## src/rtl/pipe_ctrl_pkg.sv

```systemverilog
// Shared types for the pipeline stall/flush sequencer: FSM state encoding and
// the bundle of pipeline-register controls, with canned control patterns.
package pipe_ctrl_pkg;

  localparam int unsigned CTRL_ST_W = 2;
  // Width of the bubble / extra-flush counter; LD_STALL_CYC and BR_EXTRA are at most 3.
  localparam int unsigned BUB_W     = 2;

  typedef enum logic [CTRL_ST_W-1:0] {
    RUN      = 2'd0,
    LD_STALL = 2'd1,
    BR_FLUSH = 2'd2,
    MEM_WAIT = 2'd3
  } ctrl_state_t;

  typedef struct packed {
    logic pc_we;
    logic ifid_we;
    logic ifid_flush;
    logic idex_we;
    logic idex_flush;
    logic exmem_we;
    logic memwb_bubble;
  } ctrl_out_t;

  // Everything advances, nothing is squashed.
  function automatic ctrl_out_t ctrl_default();
    ctrl_out_t o;
    o.pc_we        = 1'b1;
    o.ifid_we      = 1'b1;
    o.ifid_flush   = 1'b0;
    o.idex_we      = 1'b1;
    o.idex_flush   = 1'b0;
    o.exmem_we     = 1'b1;
    o.memwb_bubble = 1'b0;
    return o;
  endfunction

  // Held in reset: nothing loads, every stage sees a NOP.
  function automatic ctrl_out_t ctrl_reset();
    ctrl_out_t o;
    o.pc_we        = 1'b0;
    o.ifid_we      = 1'b0;
    o.ifid_flush   = 1'b1;
    o.idex_we      = 1'b0;
    o.idex_flush   = 1'b1;
    o.exmem_we     = 1'b0;
    o.memwb_bubble = 1'b1;
    return o;
  endfunction

  // Memory not ready: whole front of the pipe holds, WB receives a bubble.
  function automatic ctrl_out_t ctrl_freeze();
    ctrl_out_t o;
    o = ctrl_default();
    o.pc_we        = 1'b0;
    o.ifid_we      = 1'b0;
    o.idex_we      = 1'b0;
    o.exmem_we     = 1'b0;
    o.memwb_bubble = 1'b1;
    return o;
  endfunction

  // Load-use: hold PC and IF/ID, inject a bubble into ID/EX.
  function automatic ctrl_out_t ctrl_ld_stall();
    ctrl_out_t o;
    o = ctrl_default();
    o.pc_we      = 1'b0;
    o.ifid_we    = 1'b0;
    o.idex_flush = 1'b1;
    return o;
  endfunction

  // Taken branch resolved in EX: load target, squash the two younger stages.
  function automatic ctrl_out_t ctrl_branch();
    ctrl_out_t o;
    o = ctrl_default();
    o.ifid_flush = 1'b1;
    o.idex_flush = 1'b1;
    return o;
  endfunction

  // Extra post-branch bubble: keep squashing what fetch delivers.
  function automatic ctrl_out_t ctrl_br_extra();
    ctrl_out_t o;
    o = ctrl_default();
    o.ifid_flush = 1'b1;
    return o;
  endfunction

endpackage

```

## src/rtl/sat_counter.sv

```systemverilog
// Saturating event counter with synchronous clear (clear beats increment).
module sat_counter #(
  parameter int unsigned CNT_W = 16
) (
  input  logic             clk,
  input  logic             rst_n,
  input  logic             clr,
  input  logic             inc,
  output logic [CNT_W-1:0] count
);

  localparam logic [CNT_W-1:0] CntMax = {CNT_W{1'b1}};

  logic [CNT_W-1:0] r_count;

  // Count events, stick at all-ones, clear on request.
  always_ff @(posedge clk or negedge rst_n) begin
    if (!rst_n) begin
      r_count <= '0;
    end else if (clr) begin
      r_count <= '0;
    end else if (inc && (r_count != CntMax)) begin
      r_count <= r_count + 1'b1;
    end
  end

  assign count = r_count;

endmodule

```

## src/rtl/pipeline_stall_ctrl.sv

```systemverilog
// Stall/flush sequencer for the 5-stage pipeline. Merges load-use hazards,
// EX-stage taken branches and the data-memory handshake into write enables and
// flushes for PC, IF/ID, ID/EX, EX/MEM and MEM/WB. Outputs are Mealy.
// Optional perf counters are built when PIPE_STALL_PERF_EN is defined;
// otherwise the counter outputs read as zero.
module pipeline_stall_ctrl
  import pipe_ctrl_pkg::*;
#(
  parameter int unsigned LD_STALL_CYC = 1,
  parameter int unsigned BR_EXTRA     = 0,
  parameter int unsigned MEM_WAIT_MAX = 64,
  parameter int unsigned CNT_W        = 16
) (
  input  logic                 clk,
  input  logic                 rst_n,
  input  logic                 hazard_detected,
  input  logic                 branch_taken,
  input  logic                 mem_req,
  input  logic                 mem_ready,
  output logic                 pc_we,
  output logic                 ifid_we,
  output logic                 ifid_flush,
  output logic                 idex_we,
  output logic                 idex_flush,
  output logic                 exmem_we,
  output logic                 memwb_bubble,
  output logic [CTRL_ST_W-1:0] ctrl_state,
  output logic                 mem_timeout,
  input  logic                 perf_clr,
  output logic [CNT_W-1:0]     stall_cycles,
  output logic [CNT_W-1:0]     flush_events,
  output logic [CNT_W-1:0]     mem_wait_cycles
);

  localparam logic [BUB_W-1:0] LdCyc   = BUB_W'(LD_STALL_CYC);
  localparam logic [BUB_W-1:0] BrExtra = BUB_W'(BR_EXTRA);
  localparam logic [CNT_W-1:0] WaitMax = CNT_W'(MEM_WAIT_MAX);
  localparam logic [CNT_W-1:0] WaitSat = {CNT_W{1'b1}};

  ctrl_state_t      r_state,     w_state_d;
  logic [BUB_W-1:0] r_bub,       w_bub_d;
  ctrl_state_t      r_ret_state, w_ret_state_d;
  logic [BUB_W-1:0] r_ret_bub,   w_ret_bub_d;
  logic [CNT_W-1:0] r_wait_cnt,  w_wait_cnt_d;
  logic             r_timeout,   w_timeout_d;

  ctrl_out_t w_ctrl;
  logic      w_mem_stall;
  logic      w_stall_ev;
  logic      w_flush_ev;
  logic      w_wait_ev;

  assign w_mem_stall = mem_req & ~mem_ready;
  assign w_wait_ev   = (r_state == MEM_WAIT);

  // State, bubble counter, saved context and sticky timeout.
  always_ff @(posedge clk or negedge rst_n) begin
    if (!rst_n) begin
      r_state     <= RUN;
      r_bub       <= '0;
      r_ret_state <= RUN;
      r_ret_bub   <= '0;
      r_wait_cnt  <= '0;
      r_timeout   <= 1'b0;
    end else begin
      r_state     <= w_state_d;
      r_bub       <= w_bub_d;
      r_ret_state <= w_ret_state_d;
      r_ret_bub   <= w_ret_bub_d;
      r_wait_cnt  <= w_wait_cnt_d;
      r_timeout   <= w_timeout_d;
    end
  end

  // Next state and Mealy controls; priority is memory wait > branch > hazard.
  always_comb begin
    w_ctrl        = ctrl_default();
    w_state_d     = r_state;
    w_bub_d       = r_bub;
    w_ret_state_d = r_ret_state;
    w_ret_bub_d   = r_ret_bub;
    w_wait_cnt_d  = r_wait_cnt;
    w_stall_ev    = 1'b0;
    w_flush_ev    = 1'b0;

    if (r_state == MEM_WAIT) begin
      // EX/ID are frozen here, so branch/hazard will be re-presented after return.
      if (mem_ready) begin
        w_state_d = r_ret_state;
        w_bub_d   = r_ret_bub;
      end else begin
        w_ctrl = ctrl_freeze();
        if (r_wait_cnt != WaitSat) begin
          w_wait_cnt_d = r_wait_cnt + 1'b1;
        end
      end
    end else if (w_mem_stall) begin
      w_ctrl        = ctrl_freeze();
      w_ret_state_d = r_state;
      w_ret_bub_d   = r_bub;
      w_state_d     = MEM_WAIT;
      w_wait_cnt_d  = CNT_W'(1);
    end else if (branch_taken) begin
      // Also abandons any load-use stall in progress.
      w_ctrl     = ctrl_branch();
      w_flush_ev = 1'b1;
      if (BR_EXTRA == 0) begin
        w_state_d = RUN;
        w_bub_d   = '0;
      end else begin
        w_state_d = BR_FLUSH;
        w_bub_d   = BUB_W'(1);
      end
    end else begin
      unique case (r_state)
        RUN: begin
          if (hazard_detected) begin
            w_ctrl     = ctrl_ld_stall();
            w_stall_ev = 1'b1;
            w_state_d  = LD_STALL;
            w_bub_d    = BUB_W'(1);
          end
        end
        LD_STALL: begin
          if (r_bub < LdCyc) begin
            w_ctrl     = ctrl_ld_stall();
            w_stall_ev = 1'b1;
            w_bub_d    = r_bub + 1'b1;
          end else begin
            // Release cycle: the stalled instruction issues, hazard is stale.
            w_state_d = RUN;
            w_bub_d   = '0;
          end
        end
        BR_FLUSH: begin
          w_ctrl = ctrl_br_extra();
          if (r_bub < BrExtra) begin
            w_bub_d = r_bub + 1'b1;
          end else begin
            w_state_d = RUN;
            w_bub_d   = '0;
          end
        end
        default: begin
          w_state_d = RUN;
          w_bub_d   = '0;
        end
      endcase
    end

    w_timeout_d = r_timeout | ((w_state_d == MEM_WAIT) && (w_wait_cnt_d == WaitMax));
  end

  // Drive pipeline controls; reset overrides asynchronously.
  always_comb begin
    if (!rst_n) begin
      {pc_we, ifid_we, ifid_flush, idex_we, idex_flush, exmem_we, memwb_bubble} = ctrl_reset();
    end else begin
      {pc_we, ifid_we, ifid_flush, idex_we, idex_flush, exmem_we, memwb_bubble} = w_ctrl;
    end
  end

  assign ctrl_state  = r_state;
  assign mem_timeout = r_timeout;

`ifdef PIPE_STALL_PERF_EN
  sat_counter #(.CNT_W(CNT_W)) u_stall_cnt (
    .clk   (clk),
    .rst_n (rst_n),
    .clr   (perf_clr),
    .inc   (w_stall_ev),
    .count (stall_cycles)
  );

  sat_counter #(.CNT_W(CNT_W)) u_flush_cnt (
    .clk   (clk),
    .rst_n (rst_n),
    .clr   (perf_clr),
    .inc   (w_flush_ev),
    .count (flush_events)
  );

  sat_counter #(.CNT_W(CNT_W)) u_wait_cnt (
    .clk   (clk),
    .rst_n (rst_n),
    .clr   (perf_clr),
    .inc   (w_wait_ev),
    .count (mem_wait_cycles)
  );
`else
  logic w_unused_perf;
  assign w_unused_perf   = perf_clr ^ w_stall_ev ^ w_flush_ev ^ w_wait_ev;
  assign stall_cycles    = '0;
  assign flush_events    = '0;
  assign mem_wait_cycles = '0;
`endif

endmodule

```

## config.mk

```make
export PLATFORM = sky130hd
export DESIGN_NAME = pipeline_stall_ctrl
export DESIGN_NICKNAME = d
export VERILOG_FILES = /design/src/rtl/pipe_ctrl_pkg.sv /design/src/rtl/sat_counter.sv /design/src/rtl/pipeline_stall_ctrl.sv
export SDC_FILE = /design/constraint.sdc
export NUM_CORES = 1
export LEC_CHECK = 0
export CORE_MARGIN = 4
export CORE_UTILIZATION = 35
export DETAILED_ROUTE_END_ITERATION = 6
export GPL_TIMING_DRIVEN = 0
export PLACE_DENSITY = 0.71
export SLEW_MARGIN = 20
export SYNTH_ARGS = -nofsm -noshare
export SYNTH_HDL_FRONTEND = slang
export SYNTH_HIERARCHICAL = 1
export SYNTH_SLANG_ARGS = --single-unit
```

## constraint.sdc

```tcl
create_clock -name clk -period 2.3 [get_ports clk]
set_input_delay 0.575 -clock clk [delete_from_list [all_inputs] [get_ports clk]]
set_output_delay 0.575 -clock clk [all_outputs]
set_load 0.01 [all_outputs]
```

==> results.txt <==
----------------------------------------------------
[Cells and area]
  Fill cell instance count of the final layout ... 533
  Final core utilization ... 48.7%
  Post-synthesis to final-layout area growth ... 34.9%
  Layout cells sized above 1 ... a little under two fifths
  Layout net count ... 314
  Count of inserted antenna diode cells ... 0
  Fin area ... 2700 sq um

[Die]
  Top-level I/O count ... 65
  Die height ... ~84 um
  Core Region ... between 5000 and 6000 sq um
  Die span in x ... 83.6 um
  Initial standard-cell utilization of the core ... between 30% and 40%
  Number of placement rows ... 27
  DIE AREA ... 6990 sq um

[Clock tree]
  Insertion delay of the later-clocked pin in the worst-skew pair ... 0.27 ns
  TritonCTS clock tree ... yes
  Number of sinks handled by clock tree synthesis ... 25
  Clk pin slew, worst setup/hold paths ... 0.08 ns
  H-tree levels ... 1
  Number of buffers inserted by hold repair at cts ... 0
  TritonCTS Buffers ... 3
  Clock Tree Root ... sky130_fd_sc_hd__clkbuf_8
  Maximum clock insertion buffer count ... 2

[Detailed routing]
  Via count normalized by instance count ... about 4.7
  Final antenna-violating net count ... 0
  1st-pass router iterations ... 4
  Routed length per instance ... 12.3 um
  Total wire length after detailed routing ... around 4600 um
  Via count of the routed design ... approximately 1800
  Drc violations ... 0
  Initial DRC Count ... 150

[Hold path]
  Worst Hold Class ... input pin to asynchronous set/reset pin

[GRT]
  Pin count of the biggest net entering global routing ... 29
  Global-route wire length before repair ... 7700 um
  Global router's overall resource usage ... 13.0%
  Initial antenna violation count ... 0
  Remaining global-route overflow ... 0
  Vias in the first global route ... approximately 1600

[Worst setup path]
  Critical Path Max Stage Delay ... 0.39 ns
  Cell chain of the critical path ... buf_6, and2_4, nor2_4, o21ai_2, nor2_2, buf_4, clkdlybuf4s15_2
  CP delay by family, top ... buffers and inverters
  Required time reported for the critical path endpoint ... 1.73 ns
  Slowest-stage cell, CP ... sky130_fd_sc_hd__dfrtp_1
  Element type at the critical path end ... output pin
  Buffer and inverter count on the worst path ... 3
  Worst setup SP type ... flop
  Maximum fanout along the worst path ... 8
  Path type of the worst setup path ... flop to output pin
  Register-to-Register Setup Slack ... 0.11 ns
  Critical path data arrival time ... 1.63 ns

[Logic synthesis]
  Register area share after synthesis ... 31.3%
  Cell types occupying the most area after synthesis ... sky130_fd_sc_hd__dfrtp_1, sky130_fd_sc_hd__buf_4, sky130_fd_sc_hd__nand2_1, sky130_fd_sc_hd__o21ai_0, sky130_fd_sc_hd__mux2i_1
  Share of async-settable or async-resettable flops after synthesis ... 100%
  Post-synthesis cell area ... about 2000 sq um
  Cell taking the most area after synthesis ... sky130_fd_sc_hd__dfrtp_1
  Synth warnings ... 6
  Share of the synthesized area in the top cell type ... 31.3%
  Primary FF master, synth ... sky130_fd_sc_hd__dfrtp_1
  Number of enable-type register cells in the synthesized netlist ... 0
  Top cells by count, synth ... sky130_fd_sc_hd__buf_4, sky130_fd_sc_hd__dfrtp_1, sky130_fd_sc_hd__nand2_1
  Library cell with the highest instance count after synthesis ... sky130_fd_sc_hd__buf_4
  Number of distinct standard cells referenced by the synthesized netlist ... 56
  Mean instance size in the synthesized netlist ... 8.85 sq um
  FF+latch count, synth ... 25
  Post-Synthesis Cells ... 226

[Timing]
  Min cycle time layout ... 2.21 ns
  Setup clock skew after layout ... 0.00247 ns
  Final clock period utilization by the worst path ... 95.9%
  Setup violation total in the final timing report ... 0
  Number of pins exceeding their max-slew limit in the final report ... 0
  Hold Fails Final Rpt ... 0
  Highest achievable clock rate ... 453 MHz

[Pwr]
  Power density over the cells ... 459 nW/um^2
  Leakage dissipation ... approximately 1.3 nW
  Peak supply drop ... between 0.2 and 0.25 mV

[Place]
  IO Port Bufs ... 15
  Instance area at placement ... 2410 sq um
  RD Place Congestion ... between 0.9 and 1
  Post-DP HPWL ... between 3000 and 4000 um

[Outcome]
  Status ... finished clean

[Flow run]
  Number of violations of the max-capacitance limit ... 0

----------------------------------------------------
==> what timing repair did <==
action	CTS	global route
setup endpoints to repair	8	4
resized for setup	37	27
pin swaps	3	6
buffers inserted	5	9
==> per-layer routing <==
metal  track usage, %  vias up  wire length, um
li1                 -      882                -
met2             20.1       52             2190
met5                0        -                0
met3             2.76        9              245
met4             3.65        0               76
met1             18.1      832             2120
==> worst register-to-register path: stages (launching register included) <==
cell and delay (ns):
sky130_fd_sc_hd__dfrtp_2 0.42, sky130_fd_sc_hd__ha_2 0.24, sky130_fd_sc_hd__nand3_2 0.14, sky130_fd_sc_hd__nor4_4 0.33, sky130_fd_sc_hd__nor2_2 0.13, sky130_fd_sc_hd__or4_4 0.44, sky130_fd_sc_hd__a221oi_4 0.26, sky130_fd_sc_hd__a31o_1 0.18
==> registers in the layout (all words and copies together), names as in the netlist <==
name	flops
r_wait_cnt	16
ctrl_state	2
r_bub	2
r_ret_bub	2
r_ret_state	2
mem_timeout	1
==> final timing paths <==
kind / end / start / cells after the start
hold / removal: r_bub[1] / rst_n / 1
setup / recovery: ifid_we / ctrl_state[0] / 7
setup reg to reg: mem_timeout / r_wait_cnt[0] / 7
min in group clk: mem_timeout / mem_timeout / 1
max in group asynchronous: r_wait_cnt[7] / rst_n / 1
hold reg to reg: mem_timeout / mem_timeout / 1
==> layout by cell type, fill, tap and decap left out, types with 5 or more instances in the layout <==
master,n
sky130_fd_sc_hd__a21oi_1,9
sky130_fd_sc_hd__buf_4,66
sky130_fd_sc_hd__conb_1,48
sky130_fd_sc_hd__dfrtp_1,20
sky130_fd_sc_hd__dfrtp_2,5
sky130_fd_sc_hd__dlygate4sd2_1,6
sky130_fd_sc_hd__inv_1,7
sky130_fd_sc_hd__nand2_1,17
sky130_fd_sc_hd__nor2_1,9
sky130_fd_sc_hd__o21ai_0,11
==> power by group <==
part	total [mW]	internal [mW]	switching (mW)
logic	0.459	0.231	0.228
clock network	0.266	0.124	0.141
registers	0.513	0.478	0.0349
==> through the flow <==
stage | std cells | total power, mW | hold slack (ns) | setup TNS [ns] | setup slack, ns
6_report | 376 | 1.24 | 0.210 | 0 | 0.0940
5_1_grt | 376 | 1.32 | 0.231 | -0.00297 | -0.00297
4_1_cts | 368 | 1.18 | 0.215 | 0 | 0.00201
3_5_place_dp | 360 | 0.884 | 0.468 | -5.65 | -0.771
3_3_place_gp | 360 | 0.879 | 0.468 | -9.96 | -1.42
2_1_floorplan | 273 | 0.785 | 0.279 | 0 | 0.112
==> kinds of logic after synthesis <==
| group | Yosys count | synth area share, % |
|---|---|---|
| AOI/OAI and AO/OA | 49 | 17.1 |
| adders and majority gates | 2 | 1.25 |
| buffers and inverters | 64 | 22.6 |
| DFF | 25 | 31.3 |
| muxes | 5 | 2.50 |
| other | 1 | 0.187 |
| and+or+nand+nor | 80 | 25.1 |
==> final cells by class <==
| class | instances | area [sq um] | area share [%] |
|---|---|---|---|
| Tap cell | 72 | 90.1 | 3.34 |
| Clock buffer | 4 | 45.0 | 1.67 |
| Sequential cell | 25 | 632 | 23.4 |
| Buffer | 55 | 430 | 15.9 |
| Multi-Input combinational cell | 184 | 1240 | 45.9 |
| Timing Repair Buffer | 29 | 235 | 8.72 |
| Inverter | 7 | 26.3 | 0.974 |
No activity file was read; power rests on OpenSTA's default activity.
